==> config.mk <==
export PLATFORM = sky130hd
export DESIGN_NAME = bp_update_sched_flat
export DESIGN_NICKNAME = d
export VERILOG_FILES = /design/src/rtl/bp_update_sched_if.sv /design/src/rtl/bp_update_sched.sv /design/src/flat_wrapper.sv
export SDC_FILE = /design/constraint.sdc
export NUM_CORES = 1
export LEC_CHECK = 0
export ABC_AREA = 1
export CORE_MARGIN = 3
export CORE_UTILIZATION = 40
export DETAILED_ROUTE_END_ITERATION = 10
export PLACE_DENSITY_LB_ADDON = 0.2
export SKIP_LAST_GASP = 1
export SYNTH_ARGS = -nofsm -noshare
export SYNTH_HDL_FRONTEND = slang
export SYNTH_SLANG_ARGS = --single-unit
==> constraint.sdc <==
create_clock -name clk -period 3.2 [get_ports clk]
set_input_delay 0.32 -clock clk [delete_from_list [all_inputs] [get_ports clk]]
set_output_delay 0.32 -clock clk [all_outputs]
set_load 0.1 [all_outputs]
==> src/rtl/bp_update_sched_if.sv <==
`default_nettype none
// =============================================================================
// Module      : bp_update_sched_if
// Description : Update/flush/table-write bundle between EX, the predictor
//               table and the bp_update_sched write-port scheduler.
// Revision    : 1.0 - initial release
// =============================================================================
interface bp_update_sched_if #(
    parameter int IDX_W  = 6,
    parameter int DATA_W = 2,
    parameter int DEPTH  = 4
);
    localparam int CNT_W = $clog2(DEPTH + 1);

    logic              upd_valid;
    logic              upd_ready;
    logic [IDX_W-1:0]  upd_idx;
    logic [DATA_W-1:0] upd_data;
    logic              upd_mispred;
    logic              flush_req;
    logic              hold;
    logic              tbl_we;
    logic [IDX_W-1:0]  tbl_widx;
    logic [DATA_W-1:0] tbl_wdata;
    logic              busy;
    logic [CNT_W-1:0]  fifo_count;
    logic [31:0]       perf_upd_cnt;
    logic [31:0]       perf_mispred_cnt;

    modport master (
        output upd_valid, upd_idx, upd_data, upd_mispred, flush_req, hold,
        input  upd_ready, tbl_we, tbl_widx, tbl_wdata, busy, fifo_count,
               perf_upd_cnt, perf_mispred_cnt
    );

    modport slave (
        input  upd_valid, upd_idx, upd_data, upd_mispred, flush_req, hold,
        output upd_ready, tbl_we, tbl_widx, tbl_wdata, busy, fifo_count,
               perf_upd_cnt, perf_mispred_cnt
    );
endinterface
`default_nettype wire

==> src/rtl/bp_update_sched.sv <==
`default_nettype none
// =============================================================================
// Module      : bp_update_sched
// Description : Branch-predictor table write-port scheduler. Sweeps the table
//               to INIT_VAL after reset/flush, then drains queued EX updates
//               one per cycle. Optional perf counters: BP_UPD_SCHED_PERF_EN.
// Revision    : 1.0 - initial release
// =============================================================================
module bp_update_sched #(
    parameter int                IDX_W    = 6,
    parameter int                ENTRIES  = 2**IDX_W,
    parameter int                DATA_W   = 2,
    parameter logic [DATA_W-1:0] INIT_VAL = DATA_W'(2'b01),
    parameter int                DEPTH    = 4
) (
    input  wire logic        clk,
    input  wire logic        rst,
    bp_update_sched_if.slave bus
);
    localparam int               PTR_W  = (DEPTH > 1) ? $clog2(DEPTH) : 1;
    localparam int               CNT_W  = $clog2(DEPTH + 1);
    localparam logic [IDX_W-1:0] c_LAST = IDX_W'(ENTRIES - 1);
    localparam logic [CNT_W-1:0] c_FULL = CNT_W'(DEPTH);

    typedef enum logic [0:0] {
        SWEEP = 1'b0,
        RUN   = 1'b1
    } state_t;

    state_t             r_state, w_state_nxt;
    logic [IDX_W-1:0]   r_ptr, w_ptr_nxt;
    logic [PTR_W-1:0]   r_wr_ptr, r_rd_ptr;
    logic [CNT_W-1:0]   r_count;
    logic [IDX_W-1:0]   r_q_idx  [DEPTH];
    logic [DATA_W-1:0]  r_q_data [DEPTH];

    logic               w_we, w_busy, w_ready, w_push, w_pop, w_flush_run;
    logic [IDX_W-1:0]   w_widx;
    logic [DATA_W-1:0]  w_wdata;

    always_ff @(posedge clk or posedge rst) begin
        if (rst) begin
            r_state <= SWEEP;
            r_ptr   <= '0;
        end else begin
            r_state <= w_state_nxt;
            r_ptr   <= w_ptr_nxt;
        end
    end

    always_comb begin
        w_state_nxt = r_state;
        w_ptr_nxt   = r_ptr;
        w_we        = 1'b0;
        w_widx      = r_q_idx[r_rd_ptr];
        w_wdata     = r_q_data[r_rd_ptr];
        w_busy      = 1'b0;
        w_ready     = 1'b0;
        case (r_state)
            SWEEP: begin
                // The sweep owns the write port; hold is deliberately ignored.
                w_we    = 1'b1;
                w_widx  = r_ptr;
                w_wdata = INIT_VAL;
                w_busy  = 1'b1;
                w_ready = 1'b1;
                if (bus.flush_req) begin
                    w_ptr_nxt = '0;
                end else if (r_ptr == c_LAST) begin
                    w_state_nxt = RUN;
                    w_ptr_nxt   = '0;
                end else begin
                    w_ptr_nxt = r_ptr + IDX_W'(1);
                end
            end
            RUN: begin
                w_ready = (r_count != c_FULL);
                w_we    = (r_count != '0) && !bus.hold;
                if (bus.flush_req) begin
                    w_state_nxt = SWEEP;
                    w_ptr_nxt   = '0;
                end
            end
            default: begin
                w_state_nxt = SWEEP;
                w_ptr_nxt   = '0;
            end
        endcase
    end

    // Flush in RUN wins over any same-cycle push or pop.
    assign w_flush_run = (r_state == RUN) && bus.flush_req;
    assign w_push      = (r_state == RUN) && bus.upd_valid && w_ready && !bus.flush_req;
    assign w_pop       = (r_state == RUN) && w_we && !bus.flush_req;

    always_ff @(posedge clk or posedge rst) begin
        if (rst) begin
            r_wr_ptr <= '0;
            r_rd_ptr <= '0;
            r_count  <= '0;
        end else if (w_flush_run) begin
            r_wr_ptr <= '0;
            r_rd_ptr <= '0;
            r_count  <= '0;
        end else begin
            if (w_push) r_wr_ptr <= r_wr_ptr + PTR_W'(1);
            if (w_pop)  r_rd_ptr <= r_rd_ptr + PTR_W'(1);
            r_count <= r_count + {{(CNT_W-1){1'b0}}, w_push}
                               - {{(CNT_W-1){1'b0}}, w_pop};
        end
    end

    always_ff @(posedge clk) begin
        if (w_push) begin
            r_q_idx[r_wr_ptr]  <= bus.upd_idx;
            r_q_data[r_wr_ptr] <= bus.upd_data;
        end
    end

    assign bus.tbl_we     = w_we;
    assign bus.tbl_widx   = w_widx;
    assign bus.tbl_wdata  = w_wdata;
    assign bus.busy       = w_busy;
    assign bus.upd_ready  = w_ready;
    assign bus.fifo_count = r_count;

`ifdef BP_UPD_SCHED_PERF_EN
    logic [31:0] r_perf_upd, r_perf_mis;

    // Counters survive flush; only rst clears them.
    always_ff @(posedge clk or posedge rst) begin
        if (rst) begin
            r_perf_upd <= '0;
            r_perf_mis <= '0;
        end else if (w_push) begin
            r_perf_upd <= r_perf_upd + 32'd1;
            if (bus.upd_mispred) r_perf_mis <= r_perf_mis + 32'd1;
        end
    end

    assign bus.perf_upd_cnt     = r_perf_upd;
    assign bus.perf_mispred_cnt = r_perf_mis;
`else
    wire w_unused_mispred = bus.upd_mispred;

    assign bus.perf_upd_cnt     = 32'd0;
    assign bus.perf_mispred_cnt = 32'd0;
`endif

endmodule
`default_nettype wire

==> src/flat_wrapper.sv <==
// flat-port wrapper written by rule: the top's interface ports become plain ports
module bp_update_sched_flat 
#(
    parameter int                IDX_W    = 6,
    parameter int                ENTRIES  = 2**IDX_W,
    parameter int                DATA_W   = 2,
    parameter logic [DATA_W-1:0] INIT_VAL = DATA_W'(2'b01),
    parameter int                DEPTH    = 4
)
  (clk, rst, bus_upd_valid, bus_upd_idx, bus_upd_data, bus_upd_mispred, bus_flush_req, bus_hold, bus_upd_ready, bus_tbl_we, bus_tbl_widx, bus_tbl_wdata, bus_busy, bus_fifo_count, bus_perf_upd_cnt, bus_perf_mispred_cnt);
  bp_update_sched_if #(.IDX_W(IDX_W), .DATA_W(DATA_W), .DEPTH(DEPTH)) bus_i ();
  input  wire logic clk;
  input  wire logic rst;
  input wire logic [$bits(bus_i.upd_valid)-1:0] bus_upd_valid;
  input wire logic [$bits(bus_i.upd_idx)-1:0] bus_upd_idx;
  input wire logic [$bits(bus_i.upd_data)-1:0] bus_upd_data;
  input wire logic [$bits(bus_i.upd_mispred)-1:0] bus_upd_mispred;
  input wire logic [$bits(bus_i.flush_req)-1:0] bus_flush_req;
  input wire logic [$bits(bus_i.hold)-1:0] bus_hold;
  output wire logic [$bits(bus_i.upd_ready)-1:0] bus_upd_ready;
  output wire logic [$bits(bus_i.tbl_we)-1:0] bus_tbl_we;
  output wire logic [$bits(bus_i.tbl_widx)-1:0] bus_tbl_widx;
  output wire logic [$bits(bus_i.tbl_wdata)-1:0] bus_tbl_wdata;
  output wire logic [$bits(bus_i.busy)-1:0] bus_busy;
  output wire logic [$bits(bus_i.fifo_count)-1:0] bus_fifo_count;
  output wire logic [$bits(bus_i.perf_upd_cnt)-1:0] bus_perf_upd_cnt;
  output wire logic [$bits(bus_i.perf_mispred_cnt)-1:0] bus_perf_mispred_cnt;
  assign bus_i.upd_valid = bus_upd_valid;
  assign bus_i.upd_idx = bus_upd_idx;
  assign bus_i.upd_data = bus_upd_data;
  assign bus_i.upd_mispred = bus_upd_mispred;
  assign bus_i.flush_req = bus_flush_req;
  assign bus_i.hold = bus_hold;
  assign bus_upd_ready = bus_i.upd_ready;
  assign bus_tbl_we = bus_i.tbl_we;
  assign bus_tbl_widx = bus_i.tbl_widx;
  assign bus_tbl_wdata = bus_i.tbl_wdata;
  assign bus_busy = bus_i.busy;
  assign bus_fifo_count = bus_i.fifo_count;
  assign bus_perf_upd_cnt = bus_i.perf_upd_cnt;
  assign bus_perf_mispred_cnt = bus_i.perf_mispred_cnt;
  bp_update_sched #(.IDX_W(IDX_W), .ENTRIES(ENTRIES), .DATA_W(DATA_W), .INIT_VAL(INIT_VAL), .DEPTH(DEPTH)) u_core (.clk(clk), .rst(rst), .bus(bus_i));
endmodule
Yosys cells after proc, flatten, opt, wreduce, memory -nomap -nowiden
Memories as Yosys holds them, arrays and structs flattened.
Cells that the tools add are included.
Widths: inputs -> output; s select.
{"block": "op_classes", "n_eq_ne": 3, "bitwise_logic": 1, "mux": 20, "add_sub_neg": 5, "n_reduce_logical": 12}
{"cell": "$mux 6", "n": 4}
{"cell": "$pmux 6 s2", "n": 1}
{"cell": "$mux 2", "n": 5}
{"cell": "$logic_and 1x1->1", "n": 7}
{"cell": "$add 6x1->6 const B", "n": 1}
{"cell": "$eq 6x6->1 const B", "n": 1}
{"cell": "$mux 1", "n": 6}
{"cell": "$pmux 1 s2", "n": 3}
{"cell": "$add 2x1->2 const B", "n": 2}
{"cell": "$reduce_bool 2->1", "n": 2}
{"cell": "$add 3x1->3", "n": 1}
{"cell": "$mux 3", "n": 1}
{"cell": "$ne 3x3->1 const B", "n": 1}
{"cell": "$reduce_bool 3->1", "n": 1}
{"cell": "$sub 3x1->3", "n": 1}
{"cell": "$logic_not 1->1", "n": 2}
{"cell": "$ne 2x2->1 const B", "n": 1}
{"cell": "$not 1->1", "n": 1}
{"block": "totals", "n_memories": 2, "ramBits": 32, "out_inout_bits": 78, "input_bits": 14, "ff_bits": 14}
{"name": "u_core.r_q_idx", "words": 4, "width": 6, "rd": 1, "rd_ports_with_merged_regs": 0, "wr": 1, "line": "bp_update_sched.sv:34", "rtl": "logic [IDX_W-1:0] r_q_idx [DEPTH];"}
{"name": "u_core.r_q_data", "words": 4, "width": 2, "rd": 1, "rd_ports_with_merged_regs": 0, "wr": 1, "line": "bp_update_sched.sv:35", "rtl": "logic [DATA_W-1:0] r_q_data [DEPTH];"}

Longest topological paths before layout
Gate-level depths: netlist of the first run.
{"block": "depth", "depth_word": 7, "ltp_mapped": 11}

Least setup slack after synthesis of the first run
No wires, ideal clock.
{"block": "synth_path", "path_type": "register to output", "from": "register u_core.r_state", "to": "output bus_tbl_widx[1]", "required_ns": 2.880, "n_path_buf": 1, "path_stages_with_launch": 5, "t_arrival_ns": 2.548, "slack_ns": 0.332, "cell_sequence": "dfrtp_1 > inv_2 > buf_2 > nor2_1 > a21oi_1"}
{"block": "synth_via", "elab_chain_cells": 1}
{"element": "start: declaration", "line": "bp_update_sched.sv:30", "rtl": "state_t r_state, w_state_nxt;"}
{"element": "start signal: assignment", "line": "bp_update_sched.sv:46", "rtl": "r_state <= w_state_nxt;"}
{"element": "$mux 6", "line": "bp_update_sched.sv:59", "rtl": "case (r_state)"}
{"element": "end: declaration", "line": "flat_wrapper.sv:22", "rtl": "output wire logic [$bits(bus_i.tbl_widx)-1:0] bus_tbl_widx;"}
No other way between the ends.

Worst setup path after layout of the first run
{"block": "layout_path", "from": "register u_core.r_state", "to": "register u_core.r_count[2], in the netlist u_core.bus.fifo_count[2]"}
{"block": "layout_via", "elab_chain_cells": 7}
{"element": "$not 1->1", "line": "bp_update_sched.sv:59"}
{"element": "$pmux 1 s2", "line": "bp_update_sched.sv:59"}
{"element": "$logic_and 1x1->1 (2 in a row)", "line": "bp_update_sched.sv:93", "rtl": "assign w_push = (r_state == RUN) && bus.upd_valid && w_ready && !bus.flush_req;"}
{"element": "$add 3x1->3", "line": "bp_update_sched.sv:108", "rtl": "r_count <= r_count + {{(CNT_W-1){1'b0}}, w_push}"}
{"element": "$sub 3x1->3", "line": "bp_update_sched.sv:109", "rtl": "- {{(CNT_W-1){1'b0}}, w_pop};"}
{"element": "$mux 3 *", "line": "bp_update_sched.sv:101", "rtl": "end else if (w_flush_run) begin"}
{"element": "end signal: assignment", "line": "bp_update_sched.sv:108"}
{"element": "end: declaration", "line": "bp_update_sched.sv:33", "rtl": "logic [CNT_W-1:0] r_count;"}
Mark *: on every way between the ends. The rest lies on a longest branch, timed or not.
A chain may end at the register's enable or synchronous reset.

==> results of run 1 <==
==> registers in the layout, summed over array words and instances, names as in the netlist <==
signal	cells
u_core.r_q_idx	24
u_core.r_q_data	8
u_core.r_ptr	6
u_core.bus.fifo_count	3
u_core.r_rd_ptr	2
u_core.r_wr_ptr	2
u_core.r_state	1
==> Yosys cell counts, drive strengths merged (2+ instances only) <==
cell / n / area (um2)
inv: 26 / 100
a21oi: 11 / 55.1
nor2: 47 / 186
edfxtp: 32 / 961
nand3: 11 / 67.6
xnor2: 2 / 17.5
nand2: 35 / 131
dfrtp: 14 / 350
xor2: 2 / 17.5
o21ai: 20 / 100
buf: 70 / 534
ha: 7 / 87.6
==> layout by cell type (no fill, tap or decap), drive strengths merged <==
master	synthesis	routed
dfrtp	14	14
clkbuf	0	5
edfxtp	32	32
a21oi	11	11
xnor2	2	2
o21ai	20	20
o21bai	1	1
conb	1	64
clkinv	0	1
nor2	47	47
inv	26	28
xor2	2	2
buf	70	16
clkdlybuf4s50	0	15
nor3	1	1
ha	7	7
fa	1	1
nand3	11	11
nand2	35	35
nand4	1	1
==> power breakdown <==
| part | switching (mW) | total, mW | internal (mW) | leakage, nW |
|---|---|---|---|---|
| sequential | 0.0429 | 0.703 | 0.660 | 0.465 |
| clock | 0.217 | 0.380 | 0.163 | 0.0506 |
| combinational | 0.537 | 0.627 | 0.0907 | 0.763 |
| total | 0.796 | 1.71 | 0.914 | 1.28 |
==> per-stage QoR <==
stage / instance area [um2] / worst slack [ns] / hold slack (ns) / power (mW) / std cells
4_1_cts: 2820 / 0.860 / 0.380 / 1.73 / 391
5_1_grt: 2820 / 0.692 / 0.427 / 1.80 / 391
6_report: 2820 / 0.911 / 0.362 / 1.71 / 391
3_5_place_dp: 2720 / 0.574 / 0.563 / 1.35 / 383
2_1_floorplan: 2890 / 0.332 / 0.209 / 1.34 / 345
3_3_place_gp: 2720 / 0.639 / 0.561 / 1.34 / 383
==> cells by family (layout without fill, tap and decap cells) <==
group / count (synthesis) / after routing / synth area share (%)
AND/OR/NAND/NOR: 95 / 95 / 14.9
XOR/XNOR: 4 / 4 / 1.32
adder cells (fa/ha/maj): 8 / 8 / 4.05
AO/OA/AOI/OAI: 32 / 32 / 6.27
buffers and inverters: 96 / 65 / 23.9
other: 1 / 64 / 0.141
flip-flops: 46 / 46 / 49.4
==> metal layers <==
| metal | GRT usage, % | up-vias | wire length, um |
|---|---|---|---|
| li1 | - | 830 | - |
| met1 | 17.9 | 765 | 2090 |
| met2 | 19.7 | 68 | 2120 |
| met3 | 3.12 | 5 | 336 |
| met4 | 4.60 | 0 | 63 |
| met5 | 0 | - | 0 |
==> critical path, stage by stage, from the launching register on <==
cell	delay, ns
dfrtp_1	0.40
inv_2	0.23
nor2_4	0.09
nand3_1	0.12
inv_1	0.06
ha_1	0.26
inv_1	0.04
ha_1	0.20
fa_1	0.38
xnor2_1	0.20
xor2_1	0.16
nor2_1	0.05
==> final cells by class <==
class | count | area, um2
flip-flops and latches | 46 | 1310
inverters | 26 | 100
fillers | 655 | 3560
well taps | 77 | 96.3
multi-input cells | 203 | 946
clock inverters | 3 | 28.8
repair buffers | 31 | 270
clock buffers | 5 | 68.8
==> how the worst max path moves through the flow <==
stage / startpoint / to / slack, ns / cells past startpoint
finish: u_core.r_state / u_core.bus.fifo_count[2] / 0.91 / 11
global route: u_core.r_rd_ptr[0] / bus_tbl_widx[1] / 0.69 / 6
CTS: u_core.r_rd_ptr[0] / bus_tbl_widx[4] / 0.86 / 6
detailed placement: bus_flush_req / u_core.bus.fifo_count[2] / 0.57 / 11
global placement: bus_flush_req / u_core.bus.fifo_count[2] / 0.64 / 11
floorplan: u_core.r_state / bus_tbl_widx[1] / 0.33 / 4
==> report_table.html, run 1 <==
<table>
<tr><th>Metric</th><th>Value</th></tr>
<tr><th colspan="2">Outcome</th></tr>
<tr><td>Status</td><td>completed</td></tr>
<tr><th colspan="2">STA</th></tr>
<tr><td>Total count of max-transition violations in the final report</td><td>0</td></tr>
<tr><td>Transition time of the tightest slew-check pin</td><td>0.965 ns</td></tr>
<tr><td>Shortest period the worst path allows</td><td>2.29 ns</td></tr>
<tr><td>Unrepaired setup endpoints after global routing</td><td>false</td></tr>
<tr><td>Worst slew margin relative to its limit</td><td>35.5%</td></tr>
<tr><td>Final cycle utilization of the critical path</td><td>71.5%</td></tr>
<tr><td>Clk_skew</td><td>0.00488 ns</td></tr>
<tr><td>Number of failing hold endpoints at the final stage</td><td>0</td></tr>
<tr><td>Total of endpoints with negative setup slack in the final report</td><td>0</td></tr>
<tr><td>Top achievable clock speed</td><td>437 MHz</td></tr>
<tr><td>Final total negative setup slack</td><td>0 ns</td></tr>
<tr><th colspan="2">Drt</th></tr>
<tr><td>Detail-routed net length per standard cell</td><td>11.8 um</td></tr>
<tr><td>DR pass1 iterations</td><td>4</td></tr>
<tr><td>Antenna-violating nets left</td><td>0</td></tr>
<tr><td>Vias/cell</td><td>4.27</td></tr>
<tr><td>Routed via count</td><td>1668</td></tr>
<tr><td>DRC violation count after routing</td><td>0</td></tr>
<tr><td>Wirelength, routed</td><td>4.61 mm</td></tr>
<tr><td>Detailed router's first-iteration violation count</td><td>96</td></tr>
<tr><th colspan="2">Final layout</th></tr>
<tr><td>Core occupancy in the finished layout</td><td>44.2%</td></tr>
<tr><td>Layout-stage area growth over the synthesis result</td><td>6.27%</td></tr>
<tr><td>Proportion of layout cells with a drive suffix above 1</td><td>9.87%</td></tr>
<tr><td>Net count reported at finish</td><td>335</td></tr>
<tr><td>Antenna diode count</td><td>0</td></tr>
<tr><th colspan="2">Clock network</th></tr>
<tr><td>Post-CTS repair timing setup buffer count</td><td>0</td></tr>
<tr><td>Count of clock tree sinks</td><td>46</td></tr>
<tr><td>Buffer type at the clock tree root</td><td>clkbuf_8</td></tr>
<tr><td>Clock transition at the registers of the reported paths</td><td>0.10 ns</td></tr>
<tr><td>CTS H-tree lvls</td><td>2</td></tr>
<tr><td>Clock latency reported for the late side of the worst-skew pair</td><td>0.30 ns</td></tr>
<tr><td>Clock buffer count from CTS</td><td>5</td></tr>
<tr><td>Number of gates resized after CTS</td><td>0</td></tr>
<tr><td>Buffer levels on the longest clock path</td><td>2</td></tr>
<tr><td>Cts-stage hold buffer count</td><td>0</td></tr>
<tr><td>Clock tree from TritonCTS</td><td>done</td></tr>
<tr><th colspan="2">Logic synthesis</th></tr>
<tr><td>Count of synthesis-stage warnings from yosys</td><td>0</td></tr>
<tr><td>Summed instance area of the synthesized netlist</td><td>2660 um2</td></tr>
<tr><td>Count of flip-flops with a built-in enable after synthesis</td><td>32</td></tr>
<tr><td>FFs w/ async S/R, synth</td><td>30.4%</td></tr>
<tr><td>Mean instance size in the synthesized netlist</td><td>9.42 um2</td></tr>
<tr><td>Top_reg_cell synth</td><td>edfxtp_1</td></tr>
<tr><td>Sequential share of the synthesized area</td><td>49.4%</td></tr>
<tr><td>Synthesized instance count</td><td>282</td></tr>
<tr><td>Post-synthesis register bit count</td><td>46</td></tr>
<tr><td>Netlist cell types</td><td>27</td></tr>
<tr><th colspan="2">Placed design</th></tr>
<tr><td>Final weighted congestion in routability-driven placement</td><td>0.831</td></tr>
<tr><td>Post-DP HPWL</td><td>3.24 mm</td></tr>
<tr><td>Number of buffer cells added on primary ports</td><td>26</td></tr>
<tr><th colspan="2">Power and ir drop</th></tr>
<tr><td>Static Leakage</td><td>1.28 nW</td></tr>
<tr><td>Largest vdd supply drop</td><td>0.000341 V</td></tr>
<tr><td>Total power density per cell area</td><td>606 nW/um2</td></tr>
<tr><th colspan="2">Critical path</th></tr>
<tr><td>Startpoint types</td><td>flop</td></tr>
<tr><td>Critical register-to-register path endpoint</td><td>u_core.bus.fifo_count[2]</td></tr>
<tr><td>Critical path type</td><td>reg2reg</td></tr>
<tr><td>Max Fanout on Critical Path</td><td>13</td></tr>
<tr><td>Critical path capture point type</td><td>flop</td></tr>
<tr><td>Reg2Reg Launch Point</td><td>u_core.r_state</td></tr>
<tr><td>Depth of the worst register-to-register path</td><td>11</td></tr>
<tr><td>Critical path data arrival time</td><td>2.49 ns</td></tr>
<tr><td>Setup slack of the worst register-to-register path</td><td>0.91 ns</td></tr>
<tr><td>Worst EP required</td><td>3.40 ns</td></tr>
<tr><th colspan="2">GRT</th></tr>
<tr><td>Global Route Usage Sum</td><td>12.9%</td></tr>
<tr><td>Sum of overflow across all layers after global routing</td><td>0</td></tr>
<tr><td>Maximum number of pins on one net before global-route repair</td><td>20</td></tr>
<tr><td>Number of antenna violations at the first check in global routing</td><td>0</td></tr>
<tr><td>Vias in the first global route</td><td>1509</td></tr>
<tr><td>Global-route wire length before repair</td><td>7.48 mm</td></tr>
<tr><th colspan="2">Floorplanning</th></tr>
<tr><td>Initial core utilization</td><td>41.6%</td></tr>
<tr><td>Vertical extent of the die</td><td>87.5 um</td></tr>
<tr><td>Area of the die</td><td>7650 um2</td></tr>
<tr><td>Count of boundary I/O pins</td><td>92</td></tr>
<tr><td>Site row count</td><td>29</td></tr>
<tr><td>Area inside the core boundary</td><td>6390 um2</td></tr>
<tr><td>Die X-Extent</td><td>87.5 um</td></tr>
<tr><th colspan="2">Worst hold path</th></tr>
<tr><td>Worst min-delay path category</td><td>in2async</td></tr>
<tr><th colspan="2">Flow run</th></tr>
<tr><td>MaxCap Viol Count</td><td>0</td></tr>
</table>
Power figures use the tool's default switching activity.
==> run 2, diff against run 1 <==
==> constraint.sdc (replaced) <==
create_clock -name clk -period 1.95 [get_ports clk]
set_input_delay 0.195 -clock clk [delete_from_list [all_inputs] [get_ports clk]]
set_output_delay 0.195 -clock clk [all_outputs]
set_load 0.1 [all_outputs]
==> report_table.html, run 2 (same netlist as run 1, synthesis figures left out) <==
<table>
<tr><th>Metric</th><th>Value</th></tr>
<tr><th colspan="2">Outcome</th></tr>
<tr><td>Status</td><td>complete, but fails checks (was completed)</td></tr>
<tr><td>Failing checks</td><td>setup timing</td></tr>
<tr><th colspan="2">Final layout</th></tr>
<tr><td>Register containing the most flip-flops in the final layout</td><td>u_core.r_q_idx (unchanged)</td></tr>
<tr><td>Sequential Area</td><td>1330 um2 (was 1310 um2)</td></tr>
<tr><td>Biggest regs</td><td>u_core.r_q_idx x24, u_core.r_q_data x8, u_core.r_ptr x6 (unchanged)</td></tr>
<tr><td>Net count reported at finish</td><td>351 (was 335)</td></tr>
<tr><td>Antenna diode count</td><td>0 (unchanged)</td></tr>
<tr><td>Layout-stage area growth over the synthesis result</td><td>20.1% (was 6.27%)</td></tr>
<tr><td>Total area of multi-input combinational cells</td><td>1060 um2 (was 946 um2)</td></tr>
<tr><td>Proportion of layout cells with a drive suffix above 1</td><td>22.5% (was 9.87%)</td></tr>
<tr><td>Filler cell count in the final layout</td><td>592 (was 655)</td></tr>
<tr><td>Most common library cell in the layout ignoring fill and taps</td><td>conb_1 (unchanged)</td></tr>
<tr><td>Commonest cells after routing, fill and taps aside</td><td>conb_1 (64), nor2_1 (45), nand2_1 (34) (was conb_1 (64), nor2_1 (45), nand2_1 (35))</td></tr>
<tr><td>Largest register FFs</td><td>24 (unchanged)</td></tr>
<tr><th colspan="2">GRT</th></tr>
<tr><td>GR Layer Usage met1</td><td>17.4% (was 17.9%)</td></tr>
<tr><td>Met3 Resource Use GR</td><td>2.93% (was 3.12%)</td></tr>
<tr><td>Grt peak-use layer</td><td>met2 (unchanged)</td></tr>
<tr><td>Vias in the first global route</td><td>1671 (was 1509)</td></tr>
<tr><td>GR Layer Usage met2</td><td>23.5% (was 19.7%)</td></tr>
<tr><td>Global-route wire length before repair</td><td>8.04 mm (was 7.48 mm)</td></tr>
<tr><td>Number of antenna violations at the first check in global routing</td><td>0 (unchanged)</td></tr>
<tr><td>Maximum number of pins on one net before global-route repair</td><td>20 (unchanged)</td></tr>
<tr><td>Sum of overflow across all layers after global routing</td><td>0 (unchanged)</td></tr>
<tr><td>Global Route Usage Sum</td><td>13.6% (was 12.9%)</td></tr>
<tr><th colspan="2">STA</th></tr>
<tr><td>Final Worst Setup Slack</td><td>-0.0629 ns (was 0.911 ns)</td></tr>
<tr><td>Worst slew margin relative to its limit</td><td>62.7% (was 35.5%)</td></tr>
<tr><td>Final cycle utilization of the critical path</td><td>103% (was 71.5%)</td></tr>
<tr><td>Top achievable clock speed</td><td>497 MHz (was 437 MHz)</td></tr>
<tr><td>Transition time of the tightest slew-check pin</td><td>0.558 ns (was 0.965 ns)</td></tr>
<tr><td>Unrepaired setup endpoints after global routing</td><td>true (was false)</td></tr>
<tr><td>Number of failing hold endpoints at the final stage</td><td>0 (unchanged)</td></tr>
<tr><td>Shortest period the worst path allows</td><td>2.01 ns (was 2.29 ns)</td></tr>
<tr><td>Total of endpoints with negative setup slack in the final report</td><td>1 (was 0)</td></tr>
<tr><td>Total count of max-transition violations in the final report</td><td>0 (unchanged)</td></tr>
<tr><td>Clk_skew</td><td>0.00424 ns (was 0.00488 ns)</td></tr>
<tr><td>Final total negative setup slack</td><td>-0.0629 ns (was 0 ns)</td></tr>
<tr><th colspan="2">Drt</th></tr>
<tr><td>DR pass1 iterations</td><td>4 (unchanged)</td></tr>
<tr><td>Antenna-violating nets left</td><td>0 (unchanged)</td></tr>
<tr><td>Routed via count</td><td>1746 (was 1668)</td></tr>
<tr><td>DRC violation count after routing</td><td>0 (unchanged)</td></tr>
<tr><td>Detailed router's first-iteration violation count</td><td>55 (was 96)</td></tr>
<tr><td>Detail-routed net length per standard cell</td><td>12.1 um (was 11.8 um)</td></tr>
<tr><td>Vias/cell</td><td>4.30 (was 4.27)</td></tr>
<tr><td>Wirelength, routed</td><td>4.91 mm (was 4.61 mm)</td></tr>
<tr><th colspan="2">Placed design</th></tr>
<tr><td>Setup slack at placement</td><td>-0.260 ns (was 0.574 ns)</td></tr>
<tr><td>Final weighted congestion in routability-driven placement</td><td>0.804 (was 0.831)</td></tr>
<tr><td>Number of buffer cells added on primary ports</td><td>26 (unchanged)</td></tr>
<tr><td>Post-DP HPWL</td><td>3.66 mm (was 3.24 mm)</td></tr>
<tr><th colspan="2">Flow run</th></tr>
<tr><td>MaxCap Viol Count</td><td>0 (unchanged)</td></tr>
<tr><th colspan="2">Clock network</th></tr>
<tr><td>Clock transition at the registers of the reported paths</td><td>0.08 ns (was 0.10 ns)</td></tr>
<tr><td>Buffer levels on the longest clock path</td><td>2 (unchanged)</td></tr>
<tr><td>Clock buffer count from CTS</td><td>5 (unchanged)</td></tr>
<tr><td>Count of clock tree sinks</td><td>46 (unchanged)</td></tr>
<tr><td>Buffer type at the clock tree root</td><td>clkbuf_8 (unchanged)</td></tr>
<tr><td>Clock latency reported for the late side of the worst-skew pair</td><td>0.30 ns (about the same)</td></tr>
<tr><td>Clock tree from TritonCTS</td><td>done (unchanged)</td></tr>
<tr><td>CTS H-tree lvls</td><td>2 (unchanged)</td></tr>
<tr><th colspan="2">Critical path</th></tr>
<tr><td>Worst EP required</td><td>2.14 ns (was 3.40 ns)</td></tr>
<tr><td>Critical path type</td><td>reg2reg (unchanged)</td></tr>
<tr><td>Critical register-to-register path endpoint</td><td>u_core.bus.fifo_count[2] (unchanged)</td></tr>
<tr><td>Critical path data arrival time</td><td>2.20 ns (was 2.49 ns)</td></tr>
<tr><td>Depth of the worst register-to-register path</td><td>11 (unchanged)</td></tr>
<tr><td>Critical path capture point type</td><td>flop (unchanged)</td></tr>
<tr><td>Source of the critical timing path</td><td>u_core.bus.fifo_count[0] (was u_core.r_state)</td></tr>
<tr><td>Max Fanout on Critical Path</td><td>2 (was 13)</td></tr>
<tr><td>Reg2Reg Launch Point</td><td>u_core.bus.fifo_count[0] (was u_core.r_state)</td></tr>
<tr><td>Startpoint types</td><td>flop (unchanged)</td></tr>
<tr><td>Setup slack of the worst register-to-register path</td><td>-0.06 ns (was 0.91 ns)</td></tr>
<tr><td>Critical path capture point</td><td>u_core.bus.fifo_count[2] (unchanged)</td></tr>
<tr><th colspan="2">Floorplanning</th></tr>
<tr><td>Die X-Extent</td><td>87.5 um (unchanged)</td></tr>
<tr><td>Area inside the core boundary</td><td>6390 um2 (unchanged)</td></tr>
<tr><td>Count of boundary I/O pins</td><td>92 (unchanged)</td></tr>
<tr><td>Area of the die</td><td>7650 um2 (unchanged)</td></tr>
<tr><td>Vertical extent of the die</td><td>87.5 um (unchanged)</td></tr>
<tr><td>Site row count</td><td>29 (unchanged)</td></tr>
<tr><td>Initial core utilization</td><td>41.6% (unchanged)</td></tr>
<tr><th colspan="2">Power and ir drop</th></tr>
<tr><td>Power, Total</td><td>2.89 mW (was 1.71 mW)</td></tr>
<tr><td>Static Leakage</td><td>1.39 nW (was 1.28 nW)</td></tr>
<tr><td>Largest vdd supply drop</td><td>0.000878 V (was 0.000341 V)</td></tr>
<tr><td>Total power density per cell area</td><td>906 nW/um2 (was 606 nW/um2)</td></tr>
<tr><th colspan="2">Worst hold path</th></tr>
<tr><td>Worst min-delay path category</td><td>in2async (unchanged)</td></tr>
</table>
==> run 2: cell types whose count changed in the layout (fill, tap and decap cells not counted), sizes merged <==
cell           previous run  this run
clkdlybuf4s50            15        12
inv                      28        26
clkinvlp                  0         2
buf                      16        35
clkinv                    1         0
==> run 2: per-layer routing <==
layer | up-vias | wire length [um]
li1 | 861 | -
met4 | 0 | 34
met1 | 819 | 2150
met5 | - | 0
met2 | 63 | 2420
met3 | 3 | 312
==> run 2: how the worst min path moves through the flow <==
stage	depth (start not counted)	slack, ns	start	end
2_1_floorplan	1	0.08	rst	u_core.r_ptr[0]
3_3_place_gp	2	0.56	u_core.r_ptr[4]	u_core.r_ptr[4]
3_5_place_dp	2	0.58	u_core.r_ptr[4]	u_core.r_ptr[4]
4_1_cts	2	0.27	rst	u_core.r_ptr[1]
5_1_grt	2	0.32	rst	u_core.bus.fifo_count[2]
6_report	2	0.24	rst	u_core.r_ptr[1]
==> run 2: layout make-up <==
| type | instances | share of cell area (%) |
|---|---|---|
| multi-input combinational | 203 | 33.2 |
| tap | 77 | 3.02 |
| inverter | 26 | 3.30 |
| timing repair buffer | 47 | 16.3 |
| sequential | 46 | 41.6 |
| clock inverter | 2 | 0.471 |
| clock buffer | 5 | 2.16 |
==> run 2: repair_timing <==
item                       4_1_cts  5_1_grt
pin swaps                        3        1
gates cloned                     0        0
gates resized for setup          0        5
setup buffers                    1        2
hold buffers                     0        0
setup endpoints to repair        2        8
==> run 2: critical path: stages (launching register included) <==
cell and delay (ns):
dfrtp_4 0.49, inv_4 0.07, nand3_4 0.07, nand3_2 0.08
inv_2 0.06, ha_4 0.25, inv_2 0.04, ha_4 0.14
fa_2 0.34, xnor2_2 0.15, xor2_1 0.16, nor2_1 0.05
==> run 2: through the flow <==
step           util (%)  instance area, um2  instances  hold slack [ns]
2_1_floorplan         -                3010        345           0.0843
3_3_place_gp       48.1                3070        396            0.563
3_5_place_dp       48.1                3070        396            0.579
4_1_cts            49.5                3160        404            0.272
5_1_grt            49.9                3190        406            0.324
6_report           49.9                3190        406            0.243
==> run 2: power by group <==
group          internal [mW]  switching (mW)  total [mW]
clock network          0.245           0.322       0.567
registers               1.10          0.0536        1.15
logic                  0.219           0.952        1.17
total                   1.56            1.33        2.89
==> edit: new RTL, settings of run 2 <==
`DEPTH` is set to 4 in 3 places; all go to 8.
--- a/src/rtl/bp_update_sched_if.sv
+++ b/src/rtl/bp_update_sched_if.sv
@@ -8,7 +8,7 @@
 interface bp_update_sched_if #(
     parameter int IDX_W  = 6,
     parameter int DATA_W = 2,
-    parameter int DEPTH  = 4
+    parameter int DEPTH  = 8
 );
     localparam int CNT_W = $clog2(DEPTH + 1);
 
--- a/src/rtl/bp_update_sched.sv
+++ b/src/rtl/bp_update_sched.sv
@@ -11,7 +11,7 @@
     parameter int                ENTRIES  = 2**IDX_W,
     parameter int                DATA_W   = 2,
     parameter logic [DATA_W-1:0] INIT_VAL = DATA_W'(2'b01),
-    parameter int                DEPTH    = 4
+    parameter int                DEPTH    = 8
 ) (
     input  wire logic        clk,
     input  wire logic        rst,
--- a/src/flat_wrapper.sv
+++ b/src/flat_wrapper.sv
@@ -5,7 +5,7 @@
     parameter int                ENTRIES  = 2**IDX_W,
     parameter int                DATA_W   = 2,
     parameter logic [DATA_W-1:0] INIT_VAL = DATA_W'(2'b01),
-    parameter int                DEPTH    = 4
+    parameter int                DEPTH    = 8
 )
   (clk, rst, bus_upd_valid, bus_upd_idx, bus_upd_data, bus_upd_mispred, bus_flush_req, bus_hold, bus_upd_ready, bus_tbl_we, bus_tbl_widx, bus_tbl_wdata, bus_busy, bus_fifo_count, bus_perf_upd_cnt, bus_perf_mispred_cnt);
   bp_update_sched_if #(.IDX_W(IDX_W), .DATA_W(DATA_W), .DEPTH(DEPTH)) bus_i ();
Interface: changed (resized bus_fifo_count); port bits go from 92 to 93. No check against the original RTL was run, so the function may have changed too.
==> edit against run 2 <==
The run still ends with negative setup slack left; fmax is 1.9% lower; worst setup slack worse by 38 ps; sequential cell count is 35 higher; worst hold slack worse by 150 ps; total power is 71% higher; final area is 67% higher; wire length is 76% higher; sequential power is 74% higher; synthesized area is 59% higher; first-iteration DRC count is 120% higher; critical path type unchanged.
==> edit: results (changes against run 2) <==
metric,value,unit,change
clock_buffers,10,,was 5
reg_top3,"u_core.r_q_idx (48), u_core.r_q_data (16), u_core.r_ptr (6)",,"was u_core.r_q_idx (24), u_core.r_q_data (8), u_core.r_ptr (6)"
timing.rr.start,u_core.bus.fifo_count[2]$_DFF_PP0_,,was u_core.bus.fifo_count[0]$_DFF_PP0_
grt_util_met1,0.185,,was 0.174
final_area,5320,sq um,was 3190 sq um
dp_cells,628,,was 396
syn_area_per_cell,9.36,sq um,was 9.42 sq um
grt_pass1_wl,13.3,mm,was 8.04 mm
p_leak,2.38,nW,was 1.39 nW
outcome,"complete, but fails checks",,unchanged
tns,-353,ps,was -62.9 ps
combPwrFrac,0.352,,was 0.405
place.gp.congestion,0.779,,was 0.804
pre_cts_ws,-139,ps,was -260 ps
regArea,2360,sq um,was 1330 sq um
fin_cells,656,,was 406
yosysUniqueCellTypes,24,,was 27
violations,negative setup slack,,unchanged
clk-insertion-delay-late,350,ps,was 300 ps
drt-total-wl,8.67,mm,was 4.91 mm
finalClockSkew,6.58,ps,was 4.24 ps
worst_path_largest_cell_delay,430,ps,was 490 ps
wl_met2,4.43,mm,was 2.42 mm
grt_pass1_vias,2778,,was 1671
use_met3,0.0278,,was 0.0293
clk_share,0.0364,,was 0.0263
dpl.hpwl,5.76,mm,was 3.66 mm
synth_common_cells,"115 x nand2_1, 65 x buf_4, 64 x edfxtp_1, 58 x inv_1, 54 x nand3_1",,"was 65 x buf_4, 45 x nor2_1, 35 x nand2_1, 32 x edfxtp_1, 23 x inv_1"
synthTopCellsByArea,"edfxtp_1 46%, buf_4 12%, nand2_1 10%, dfrtp_1 10%, nand3_1 6.4%",,"was edfxtp_1 36%, buf_4 18%, dfrtp_1 13%, nor2_1 6.4%, nand2_1 4.9%"
crit_fanout,3,,was 2
synthArstFlopShare,0.210,,was 0.304
area_delta_synth_final,26.1,%,was 20.1%
first_iter_violations,122,,was 55
setup_viol,5,,was 1
setup_ws,-101,ps,was -62.9 ps
fillers,872,,was 592
ys_seq_area_frac,0.556,,was 0.494
htree_levels,3,,was 2
crit_family,buffers and inverters,,was adder cells
nonClkBufAreaFrac,0.156,,was 0.163
timing.rr.end,u_core.r_rd_ptr[2]$_DFFE_PP0P_,,was u_core.bus.fifo_count[2]$_DFF_PP0_
seq_cells,81,,was 46
post_route_cells_drive_above_1_share,0.241,,was 0.225
grt_use_total,0.152,,was 0.136
-- edit: cell types whose count changed after synthesis, moves of 3 or more --
cell | before | now
nand3_1 | 10 | 54
inv_2 | 2 | 5
edfxtp_1 | 32 | 64
buf_2 | 1 | 10
nand2_1 | 35 | 115
o21ai_0 | 13 | 0
dfrtp_1 | 14 | 17
a21oi_1 | 11 | 1
nor2_1 | 45 | 28
inv_1 | 23 | 58
-- edit: repair_timing --
action | in CTS | in global routing
pin swaps | 3 | 12
endpoints found under the setup margin | 6 | 45
setup buffers | 9 | 3
resized for setup | 3 | 36
hold buffers | 0 | 0
-- edit: cell families after synthesis --
family / Yosys count / synth area share
buf+inv: 139 / 0.184
simple gates: 204 / 0.203
compound gates: 11 / 0.0133
fa+ha+maj: 10 / 0.0314
flops: 81 / 0.556
other cells: 1 / 0.000889
xor+xnor: 5 / 0.0104
